[config.mk]
export PLATFORM = sky130hd
export DESIGN_NAME = hamming_rx_sequencer_flat
export DESIGN_NICKNAME = d
export VERILOG_FILES = /design/src/rtl/hamming_rx_sequencer_if.sv /design/src/rtl/hamming_rx_sequencer.sv /design/src/flat_wrapper.sv
export SDC_FILE = /design/constraint.sdc
export NUM_CORES = 1
export LEC_CHECK = 0
export BUFFER_PORTS_ARGS = -buffer_cell sky130_fd_sc_hd__buf_2
export CORE_ASPECT_RATIO = 0.7
export CORE_MARGIN = 2
export CORE_UTILIZATION = 48
export DETAILED_ROUTE_END_ITERATION = 10
export PLACE_DENSITY = 0.77
export SLEW_MARGIN = 15
export SYNTH_ARGS = -nofsm -noshare
export SYNTH_HDL_FRONTEND = slang
export SYNTH_SLANG_ARGS = --single-unit
[constraint.sdc]
create_clock -name clk -period 2.15 [get_ports clk]
set_input_delay 0.43 -clock clk [delete_from_list [all_inputs] [get_ports clk]]
set_output_delay 0.43 -clock clk [all_outputs]
set_load 0.01 [all_outputs]
[src/rtl/hamming_rx_sequencer_if.sv]
// rtl/hamming_rx_sequencer_if.sv - codeword input and decoded-result output handshake bundle
//
// Purpose: groups the two valid/ready channels of the SECDED receive sequencer.
// Signals:
//   in_valid / in_ready / in_code          : codeword channel (source -> decoder)
//   out_valid / out_ready / out_data /
//   out_code / out_single / out_double     : result channel (decoder -> sink)
// Modports:
//   master : source/sink side (drives in_valid, in_code, out_ready)
//   slave  : decoder side (drives in_ready and all result signals)

interface hamming_rx_sequencer_if;
  logic       in_valid;
  logic       in_ready;
  logic [7:0] in_code;
  logic       out_valid;
  logic       out_ready;
  logic [3:0] out_data;
  logic [7:0] out_code;
  logic       out_single;
  logic       out_double;

  modport master (
    output in_valid,
    output in_code,
    input  in_ready,
    input  out_valid,
    output out_ready,
    input  out_data,
    input  out_code,
    input  out_single,
    input  out_double
  );

  modport slave (
    input  in_valid,
    input  in_code,
    output in_ready,
    output out_valid,
    input  out_ready,
    output out_data,
    output out_code,
    output out_single,
    output out_double
  );
endinterface

[src/rtl/hamming_rx_sequencer.sv]
// rtl/hamming_rx_sequencer.sv - SECDED (8,4) codeword receive, correct and statistics sequencer
//
// Purpose: accepts one SECDED codeword at a time, decodes it over a fixed
// three-state sequence (IDLE -> DECODE -> HOLD), presents the corrected word
// until the sink takes it, and keeps saturating error/word statistics.
// Ports:
//   clk        : sole clock, rising edge
//   rst_n      : synchronous active-low reset
//   bus        : codeword in / result out handshake bundle (slave side)
//   clr_stats  : synchronous clear of the statistics counters
//   single_cnt : saturating count of delivered words with a corrected single error
//   double_cnt : saturating count of delivered words with an uncorrectable double error
//   word_cnt   : saturating count of delivered words
//   busy       : high whenever the sequencer is not idle

module hamming_rx_sequencer #(
  parameter int CNT_W = 8
) (
  input  logic                 clk,
  input  logic                 rst_n,
  hamming_rx_sequencer_if.slave bus,
  input  logic                 clr_stats,
  output logic [CNT_W-1:0]     single_cnt,
  output logic [CNT_W-1:0]     double_cnt,
  output logic [CNT_W-1:0]     word_cnt,
  output logic                 busy
);

  typedef enum logic [1:0] {
    IDLE   = 2'd0,
    DECODE = 2'd1,
    HOLD   = 2'd2
  } state_t;

  state_t state;
  state_t state_next;

  logic       in_ready_c;
  logic       out_valid_c;
  logic       busy_c;

  logic [7:0] cap_code;

  logic [2:0] syndrome;
  logic       overall_err;
  logic [7:0] flip_mask;
  logic [7:0] fixed_code;
  logic       is_single;
  logic       is_double;

  logic [3:0] data_q;
  logic [7:0] code_q;
  logic       single_q;
  logic       double_q;

  logic       accept;
  logic       deliver;

  assign accept  = (state == IDLE) && bus.in_valid;
  assign deliver = (state == HOLD) && bus.out_ready;

  // State register
  always_ff @(posedge clk) begin
    if (!rst_n) begin
      state <= IDLE;
    end else begin
      state <= state_next;
    end
  end

  // Next-state logic
  always_comb begin
    state_next = state;
    case (state)
      IDLE:    if (bus.in_valid) state_next = DECODE;
      DECODE:  state_next = HOLD;
      HOLD:    if (bus.out_ready) state_next = IDLE;
      default: state_next = IDLE;
    endcase
  end

  // Outputs depend on state only, so neither handshake side sees a
  // combinational path from the opposite direction.
  always_comb begin
    in_ready_c  = 1'b0;
    out_valid_c = 1'b0;
    busy_c      = 1'b1;
    case (state)
      IDLE: begin
        in_ready_c = 1'b1;
        busy_c     = 1'b0;
      end
      HOLD:    out_valid_c = 1'b1;
      default: ;
    endcase
  end

  assign bus.in_ready  = in_ready_c;
  assign bus.out_valid = out_valid_c;
  assign busy          = busy_c;

  // in_code is sampled only on the accept edge.
  always_ff @(posedge clk) begin
    if (!rst_n) begin
      cap_code <= 8'h00;
    end else if (accept) begin
      cap_code <= bus.in_code;
    end
  end

  // Bit i of the codeword is Hamming position i+1; bit 7 is overall parity.
  always_comb begin
    syndrome[0] = cap_code[0] ^ cap_code[2] ^ cap_code[4] ^ cap_code[6];
    syndrome[1] = cap_code[1] ^ cap_code[2] ^ cap_code[5] ^ cap_code[6];
    syndrome[2] = cap_code[3] ^ cap_code[4] ^ cap_code[5] ^ cap_code[6];
    overall_err = ^cap_code;

    // A zero syndrome with bad overall parity means the parity bit itself flipped.
    if (syndrome == 3'd0) begin
      flip_mask = 8'h80;
    end else begin
      flip_mask = 8'h01 << (syndrome - 3'd1);
    end

    is_single  = overall_err;
    is_double  = !overall_err && (syndrome != 3'd0);
    fixed_code = overall_err ? (cap_code ^ flip_mask) : cap_code;
  end

  // Result registers: loaded in DECODE, held unchanged through HOLD.
  always_ff @(posedge clk) begin
    if (!rst_n) begin
      data_q   <= 4'h0;
      code_q   <= 8'h00;
      single_q <= 1'b0;
      double_q <= 1'b0;
    end else if (state == DECODE) begin
      data_q   <= {fixed_code[6], fixed_code[5], fixed_code[4], fixed_code[2]};
      code_q   <= fixed_code;
      single_q <= is_single;
      double_q <= is_double;
    end
  end

  assign bus.out_data   = data_q;
  assign bus.out_code   = code_q;
  assign bus.out_single = single_q;
  assign bus.out_double = double_q;

  function automatic logic [CNT_W-1:0] sat_inc(input logic [CNT_W-1:0] value);
    return (&value) ? value : value + 1'b1;
  endfunction

  // Statistics update once per delivered word; a coincident clear wins.
  always_ff @(posedge clk) begin
    if (!rst_n || clr_stats) begin
      word_cnt   <= '0;
      single_cnt <= '0;
      double_cnt <= '0;
    end else if (deliver) begin
      word_cnt <= sat_inc(word_cnt);
      if (single_q) single_cnt <= sat_inc(single_cnt);
      if (double_q) double_cnt <= sat_inc(double_cnt);
    end
  end

endmodule

[src/flat_wrapper.sv]
// flat-port wrapper written by rule: the top's interface ports become plain ports
module hamming_rx_sequencer_flat 
#(
  parameter int CNT_W = 8
)
  (clk, rst_n, clr_stats, single_cnt, double_cnt, word_cnt, busy, bus_in_valid, bus_in_code, bus_in_ready, bus_out_valid, bus_out_ready, bus_out_data, bus_out_code, bus_out_single, bus_out_double);
  hamming_rx_sequencer_if bus_i ();
  input  logic clk;
  input  logic rst_n;
  input  logic clr_stats;
  output logic [CNT_W-1:0] single_cnt;
  output logic [CNT_W-1:0] double_cnt;
  output logic [CNT_W-1:0] word_cnt;
  output logic busy;
  input wire logic [$bits(bus_i.in_valid)-1:0] bus_in_valid;
  input wire logic [$bits(bus_i.in_code)-1:0] bus_in_code;
  output wire logic [$bits(bus_i.in_ready)-1:0] bus_in_ready;
  output wire logic [$bits(bus_i.out_valid)-1:0] bus_out_valid;
  input wire logic [$bits(bus_i.out_ready)-1:0] bus_out_ready;
  output wire logic [$bits(bus_i.out_data)-1:0] bus_out_data;
  output wire logic [$bits(bus_i.out_code)-1:0] bus_out_code;
  output wire logic [$bits(bus_i.out_single)-1:0] bus_out_single;
  output wire logic [$bits(bus_i.out_double)-1:0] bus_out_double;
  assign bus_i.in_valid = bus_in_valid;
  assign bus_i.in_code = bus_in_code;
  assign bus_in_ready = bus_i.in_ready;
  assign bus_out_valid = bus_i.out_valid;
  assign bus_i.out_ready = bus_out_ready;
  assign bus_out_data = bus_i.out_data;
  assign bus_out_code = bus_i.out_code;
  assign bus_out_single = bus_i.out_single;
  assign bus_out_double = bus_i.out_double;
  hamming_rx_sequencer #(.CNT_W(CNT_W)) u_core (.clk(clk), .rst_n(rst_n), .bus(bus_i), .clr_stats(clr_stats), .single_cnt(single_cnt), .double_cnt(double_cnt), .word_cnt(word_cnt), .busy(busy));
endmodule
Word-level counts from Yosys, hierarchy flattened
Cells that the tools add are included.
- logic and storage cells: 56
- register bits after elaboration: 48
- bits in read-only memories: 0
- output and inout port bits: 41
- memories: 0
- latch bits: 0
- memory bits (writable): 0
- reductions and logical operators: 17
- eq/ne operators: 4
- div/mod/pow operators: 0
- multiply operators: 0
- bitwise gates (word level): 13
- mux-type cells: 8
- magnitude comparators: 0
- shifts and indexed selects: 1
- add/sub/neg operators: 4
- operators by type and width (kind ; count):
    $add A8 B1 Y8 const B ; 3
    $reduce_and A8 Y1 ; 3
    $mux W8 ; 2
    $xor A1 B1 Y1 ; 9
    $reduce_xor A8 Y1 ; 1
    $shl A1 B3 Y8 const A ; 1
    $xor A8 B8 Y8 ; 1
    $pmux W2 S3 ; 1
    $reduce_and A3 Y1 ; 2
    $mux W2 ; 2
    $ne A2 B2 Y1 const B ; 2
    $reduce_and A2 Y1 ; 2
    $logic_and A1 B1 Y1 ; 3
    $logic_not A3 Y1 ; 1
    $mux W1 ; 3
    $not A1 Y1 ; 3
    $reduce_bool A3 Y1 ; 1
    $sub A3 B1 Y3 const B ; 1
    $eq A2 B1 Y1 const B ; 1
    $eq A2 B2 Y1 const B ; 1
    $logic_not A1 Y1 ; 2
    $logic_not A2 Y1 ; 1
    $logic_or A1 B1 Y1 ; 1

Logic depth before layout (Yosys ltp)
Gate-level depths: netlist of the first run.
- word-level depth: 8
- depth in mapped cells: 10
- gate-level depth less buffers: 9

Worst setup path after synthesis of the first run
No wires, ideal clock.
- path type: register to register
- start point: reg u_core.cap_code[2]
- end point: reg u_core.code_q[4] (netlist: u_core.bus.out_code[4])
- path slack: -0.207 ns
- cell stages (with the launch flop): 10
- data required time: 2.076 ns
- setup time: 0.074 ns
- clock period less this slack: 2.357 ns
- arrival: 2.283 ns
- path through: dfxtp_1 -> buf_2 -> xor2_1 -> nor3_1 -> a21oi_1 -> inv_1 -> ha_1 -> or2_2 -> or4_1 -> a31oi_1
- cells in the longest elaborated chain, start to end: 8
- ends and longest elaborated chain (item ; RTL line ; source):
    start, declared ; hamming_rx_sequencer.sv:42 ; logic [7:0] cap_code;
    start signal, assigned ; hamming_rx_sequencer.sv:107 ; cap_code <= bus.in_code;
    $xor A1 B1 Y1 (on tied branches) (3 in a row) ; hamming_rx_sequencer.sv:113, hamming_rx_sequencer.sv:114 ;
    $sub A3 B1 Y3 ; hamming_rx_sequencer.sv:122 ; flip_mask = 8'h01 << (syndrome - 3'd1);
    $shl A1 B3 Y8 ; hamming_rx_sequencer.sv:122 ;
    $mux W8 ; hamming_rx_sequencer.sv:119 ; if (syndrome == 3'd0) begin
    $xor A8 B8 Y8 ; hamming_rx_sequencer.sv:127 ; fixed_code = overall_err ? (cap_code ^ flip_mask) : cap_code;
    $mux W8 * ; hamming_rx_sequencer.sv:127 ;
    end signal, assigned ; hamming_rx_sequencer.sv:139 ; code_q <= fixed_code;
    end, declared ; hamming_rx_sequencer.sv:52 ; logic [7:0] code_q;
Every way passes the cells marked *; elsewhere a longest branch is shown, timed or not.
A chain may end at the register's enable or synchronous reset.

Worst setup path in the final report of the first run
- start point: reg u_core.cap_code[0]
- end point: reg u_core.code_q[7] (netlist: u_core.bus.out_code[7])
- cells in the longest elaborated chain, start to end: 8
- ends and longest elaborated chain (item ; RTL line ; source):
    $xor A1 B1 Y1 (3 in a row) ; hamming_rx_sequencer.sv:113 ; syndrome[0] = cap_code[0] ^ cap_code[2] ^ cap_code[4] ^ cap_code[6];
    $sub A3 B1 Y3 ; hamming_rx_sequencer.sv:122 ;
    $shl A1 B3 Y8 ; hamming_rx_sequencer.sv:122 ;
    $mux W8 ; hamming_rx_sequencer.sv:119 ;
    $xor A8 B8 Y8 ; hamming_rx_sequencer.sv:127 ;
    $mux W8 * ; hamming_rx_sequencer.sv:127 ;
Marked as above.

==> results.md, run 1 <==
- Cell with the most instances after synthesis: dfxtp_1
- Final net count: 344
- Post-Synth Simple-Gate Area: 22.5%
- Worst vdd ir: 409 uV
- DR iter-0 viols: 81
- Asr flop ratio synth: 0%
- Slew headroom: 68.7%
- Core area: 4400 sq um
- Finished Cell Area: 2900 sq um
- Avg WL per Cell: 13.2 um
- Avg Inst Size Synth: 8.62 sq um
- Adder-Cell Fraction of Synth Area: 2.80%
- Crit path required time: 2.38 ns
- Xor/xnor cell area share of the yosys netlist: 12.4%
- Initial core utilization: 50.7%
- Initial antenna violation count: 0
- Clock latency on the worst-skew pair: 0.30 ns
- Gpl congestion: 0.844
- Reg clk slew, reported paths: 0.08 ns
- Die area: 5220 sq um
- Max Clock Freq: 484 MHz
- Global-route wire length before repair: 8340 um
- RSZ-0062 raised after global routing: yes
- CTS tree: done
- CP Max Fanout: 5
- Layout cells sized above 1: 33.4%
- Status: complete, no violations
- Vias: 2034
- Number of port buffers: 53
- Complex-gate fraction of the synthesized area: 16.0%
- Worst reg2reg setup slack: 0.08 ns
- Number of clock sinks: 44
- Routed WL: 5040 um
- Io pins: 54
- Vias/cell: 5.34
- Worst path arrival time: 2.30 ns
- Number of global-route vias before repair: 1770
- Antenna cell count: 0
- Final setup violation count: 0
- Die Span Y: 61.1 um
- Synthesized Nets: 277
- Placed cell area: 2720 sq um
- Hold slack: 0.359 ns
- DRC: 0
- Max Cap Violations: 0
- Actual slew at the worst max-slew pin: 0.466 ns
- P per Cell Area: 744 nW/um^2
- Leakage power: 0.00119 uW
- Seq cells post-synth: 44
- Area Growth Syn to Fin: 30.0%
- Largest family of logic cells by synthesized area: simple AND/OR/NAND/NOR gates
- Top cells by area, synth: dfxtp_1, xnor2_1, nand2_1, xor2_1, nor2_1
- Pre-CTS setup slack: -0.192 ns
- Top_reg_cell synth: dfxtp_1
- DRT antenna net count: 0
- Pre-Repair DR Iteration Count: 4
- CTS H-tree lvls: 2
- Yosys cell types: 43
- Part of the cycle the worst path needs: 96.1%
- Final hold violations: 0
- Synth Cell Area: 2230 sq um
- Die Width: 85.5 um
- Crit path time final: 2.07 ns
- Synth area leader: dfxtp_1
- Mux cell area share after synthesis: 0.896%
- Crit end category: register
- Hold crit path type: in2reg
- Dpl hpwl: 3750 um
- GRT overflow: 0
- Share of the synthesized area in the top cell type: 39.4%
- Post-synth EDFFs: 0
- Ys Warns: 0
- Final worst setup slack: 0.0841 ns
- Total CTS buffers: 5
- Global Route Usage Sum: 20.8%
- Row cnt: 20
- Slew Viols, Final: 0
- Register area share after synthesis: 39.4%
- CP Launch Type: register
- CTS Root Cell: clkbuf_8
- Crit Path Category: reg2reg
- Synth Instances: 259
- Top cells by count, synth: dfxtp_1, nand2_1, nor2_1
- Post-Route Skew: 0.00544 ns
- Largest net degree at the start of global routing: 25
- Hold buffers post-CTS: 0
- CTS Buffer Depth: 2
- Fillers: 400
## placed cells by master, fill, tap and decap left out, types with 5 or more instances in the layout
cell,Yosys,layout
xnor2_1,17,15
a21boi_0,8,8
or4_1,6,6
dfxtp_4,0,5
o31ai_1,6,6
a31oi_1,9,9
nand3_1,6,6
o21ai_0,12,12
nand2_1,27,27
buf_2,4,53
dfxtp_1,44,38
a21oi_1,8,7
buf_4,4,26
clkbuf_8,0,5
xor2_1,11,8
nor3_1,8,7
nor2_1,25,23
## logic make-up (layout without fill, tap and decap cells)
| group | count (synthesis) | in the layout |
|---|---|---|
| simple gates | 100 | 100 |
| compound gates | 54 | 54 |
| flops | 44 | 44 |
| xor+xnor | 30 | 30 |
| buf+inv | 24 | 91 |
| fa+ha+maj | 5 | 5 |
| mux | 2 | 2 |
## state kept, by name, indices dropped and copies added (netlist names)
| signal | count |
|---|---|
| u_core.bus.out_code | 8 |
| u_core.bus.out_double | 1 |
| u_core.bus.out_single | 1 |
| u_core.cap_code | 8 |
| u_core.double_cnt | 8 |
| u_core.single_cnt | 8 |
| u_core.state | 2 |
| u_core.word_cnt | 8 |
## critical path, cell delays in order, from the launching register on
cell and delay (ns):
dfxtp_4 0.38, xnor2_2 0.19, nor2_2 0.08, a21oi_2 0.19
inv_2 0.08, ha_4 0.24, nor4_2 0.29, nor3_1 0.09
or3_1 0.31, a31oi_1 0.15
## metal layers
metal  vias to the layer above  share of wire (%)  global-route usage, %
met3                         7                4.6                   5.09
met4                         0                1.9                   9.52
met2                        39                 43                   31.7
li1                       1041                  -                      -
met5                         -                  0                      0
met1                       947                 51                   28.6
## what timing repair did
action | in CTS | in global routing
setup endpoints to repair | 8 | 8
gates resized for setup | 12 | 6
cloned | 0 | 0
pin swaps | 5 | 4
buffers inserted | 0 | 1
## final cells by class
type                    count  area, sq um  share of cell area (%)
multi-input cells         191         1330                    45.7
flip-flops and latches     44          901                    31.0
repair buffers             79          460                    15.9
clock buffers               5         68.8                    2.37
well taps                  55         68.8                    2.37
clock inverters             2         60.1                    2.07
inverters                   5         18.8                   0.646
## stage by stage
stage	instances	utilization, %	power [uW]	TNS, ns
after floorplan	259	-	1200	0
after global placement	373	61.8	1380	-0.0880
after detailed placement	373	61.8	1400	-0.751
after CTS	380	65.2	2140	0
after global routing	381	65.9	2270	-0.131
final	381	65.9	2160	0
## where the power goes
group	internal, uW	switching (uW)	leakage, uW	total (uW)
clock network	457	281	0.0000642	739
logic	271	277	0.000763	548
registers	840	33.1	0.000361	873
## final timing paths
path / start / endpoint / cells after the start
worst min register to register: u_core.word_cnt[1] / u_core.word_cnt[1] / 2
worst max register to register: u_core.cap_code[0] / u_core.bus.out_code[7] / 9
worst min-delay path: bus_in_code[4] / u_core.cap_code[4] / 3
worst max-delay path: u_core.cap_code[0] / u_core.bus.out_code[7] / 9
Note: power is estimated with default switching activity, not from simulation.
==> run 2: changes to the inputs <==
--- a/config.mk
+++ b/config.mk
@@ -10,7 +10,7 @@
 export CORE_MARGIN = 2
 export CORE_UTILIZATION = 48
 export DETAILED_ROUTE_END_ITERATION = 10
-export PLACE_DENSITY = 0.77
+export PLACE_DENSITY = 0.76
 export SLEW_MARGIN = 15
 export SYNTH_ARGS = -nofsm -noshare
 export SYNTH_HDL_FRONTEND = slang
==> results.md, run 2 (synthesis gave the netlist of run 1 again) <==
- Area Growth Syn to Fin: 30.9%
- Layout cells sized above 1: 33.5% (+0.10 points)
- RR Endpoint: u_core.bus.out_code[4]
- Status: complete, no violations
- Global-route wire length before repair: 8050 um (-3.4%)
- GRT overflow: 0 (unchanged)
- DRT antenna net count: 0 (unchanged)
- Part of the cycle the worst path needs: 96.2% (about the same)
- Hold depth: 3 (unchanged)
- Hold slack: 0.364 ns (+0.00514 ns)
- Post-Route Skew: 0.00641 ns (+0.000975 ns)
- Die Span Y: 61.1 um (unchanged)
- Cell breakdown of the critical path: xor2_2 > nor3_2 > a21oi_2 > inv_2 > ha_4 > or2_4 > or4_4 > a31oi_1
- Initial antenna violation count: 0 (unchanged)
- Max Clock Freq: 484 MHz (about the same)
- Number of clock sinks: 44 (unchanged)
- Worst path arrival time: 2.29 ns (about the same)
- Commonest non-fill, non-tap cell in the layout: buf_2
- CP Max Fanout: 5 (unchanged)
- Delay of the slowest cell on the worst path: 0.47 ns (+0.09 ns)
- CP Launch Type: register
- P per Cell Area: 734 nW/um^2 (-1.3%)
- Total CTS buffers: 5 (unchanged)
- CTS tree: done
- Setup TNS: 0 ns (unchanged)
- Io pins: 54 (unchanged)
- Crit Path Category: reg2reg
- Clock latency on the worst-skew pair: 0.29 ns (about the same)
- Actual slew at the worst max-slew pin: 0.464 ns (-0.00189 ns)
- CTS Root Cell: clkbuf_8
- Crit end category: register
- Leakage power: 0.00120 uW (+1.1%)
- CTS Buffer Depth: 2 (unchanged)
- Final hold violations: 0 (unchanged)
- Crit path time final: 2.07 ns (+0.00198 ns)
- Number of port buffers: 53 (unchanged)
- Final net count: 346 (+0.58%)
- Die Width: 85.5 um (unchanged)
- Hold crit path type: in2reg
- Crit path required time: 2.38 ns (about the same)
- Reg clk slew, reported paths: 0.08 ns (about the same)
- Max Cap Violations: 0 (unchanged)
- Slew headroom: 68.9% (+0.13 points)
- WHS Endpoint: u_core.cap_code[1]
- DRC: 0 (unchanged)
- Global Route Usage Sum: 19.5% (-1.4 points)
- Number of global-route vias before repair: 1714 (-3.2%)
- Cell family with most CP delay: simple AND/OR/NAND/NOR gates
- Worst hold start: bus_in_code[1]
- DR iter-0 viols: 160 (+98%)
- Die area: 5220 sq um (unchanged)
- Worst R2R Path Depth: 8 (-1)
- Core area: 4400 sq um (unchanged)
- Critical Path Stages: 8 (-1)
- Worst vdd ir: 434 uV (+6.2%)
- Hold buffers post-CTS: 0 (unchanged)
- CTS H-tree lvls: 2 (unchanged)
- Gpl congestion: 0.929 (+10%)
- Dpl hpwl: 3690 um (-1.6%)
- Largest net degree at the start of global routing: 25 (unchanged)
- Fillers: 372 (-7.0%)
- Critical Path Source: u_core.cap_code[0]
- Routed WL: 4940 um (-2.0%)
- Worst path slowest cell: or4_4
- Vias: 2051 (+0.84%)
- RR Startpoint: u_core.cap_code[0]
- Row cnt: 20 (unchanged)
- Avg WL per Cell: 12.9 um (-2.6%)
- Worst reg2reg setup slack: 0.08 ns (about the same)
- Final setup violation count: 0 (unchanged)
- Tot Pwr: 2150 uW (-0.62%)
- Pre-Repair DR Iteration Count: 4 (unchanged)
- WP buf/inv: 1 (unchanged)
- RSZ-0062 raised after global routing: yes
- Slew Viols, Final: 0 (unchanged)
- Antenna cell count: 0 (unchanged)
- Initial core utilization: 50.7% (unchanged)
- Commonest cells after routing, fill and taps aside: buf_2, dfxtp_1, buf_4, nand2_1, nor2_1
- Vias/cell: 5.36 (+0.31%)
## run 2: cell types whose count changed in the layout (fill, tap and decap cells not counted), sizes merged
cell and change:
buf +2
## run 2: per-layer routing
metal / share of wire, % / GRT usage (%) / vias to the layer above / wire length (um)
met5: 0 / 0 / - / 0
met4: 0.69 / 4.31 / 0 / 34
met3: 6.1 / 4.69 / 5 / 303
met2: 43 / 29.9 / 58 / 2110
met1: 50 / 28.2 / 938 / 2490
li1: - / - / 1050 / -
## run 2: worst max-delay path by stage
| stage | endpoint |
|---|---|
| floorplan | u_core.bus.out_code[4] |
| global placement | u_core.bus.out_code[4] |
| detailed placement | u_core.bus.out_code[4] |
| CTS | u_core.bus.out_code[4] |
| global route | u_core.bus.out_code[4] |
| finish | u_core.bus.out_code[4] |
## run 2: cell type report
cell class / count / area, sq um / share of cell area, %
Multi-Input combinational cell: 191 / 1330 / 45.5
Tap cell: 55 / 68.8 / 2.35
Inverter: 5 / 18.8 / 0.642
Sequential cell: 44 / 901 / 30.8
Timing Repair Buffer: 81 / 475 / 16.3
Clock inverter: 2 / 60.1 / 2.05
Clock buffer: 5 / 68.8 / 2.35
## run 2: worst register-to-register path, stage by stage, from the launching register on
cell and delay [ns]:
dfxtp_4 0.39, xor2_2 0.19, nor3_2 0.21, a21oi_2 0.07, inv_2 0.08, ha_4 0.22
or2_4 0.25, or4_4 0.47, a31oi_1 0.13
## run 2: repair_timing
| item | in CTS | in global routing |
|---|---|---|
| gates resized for setup | 12 | 5 |
| pin swaps | 4 | 7 |
| buffers inserted | 2 | 0 |
| endpoints found under the setup margin | 8 | 4 |
## run 2: metrics by stage
stage                     cells  util [%]  worst slack (ns)  cell area, sq um
after floorplan             259         -            0.0122              2320
after global placement      374      62.0           -0.0761              2730
after detailed placement    374      62.0            -0.184              2730
after CTS                   383      65.7            0.0634              2890
after global routing        383      66.4           -0.0256              2920
final                       383      66.4            0.0821              2920
## run 2: where the power goes
part           leakage (uW)  internal (uW)  switching [uW]
Clock             0.0000642            457             279
Sequential         0.000361            840            33.9
Combinational      0.000776            263             272
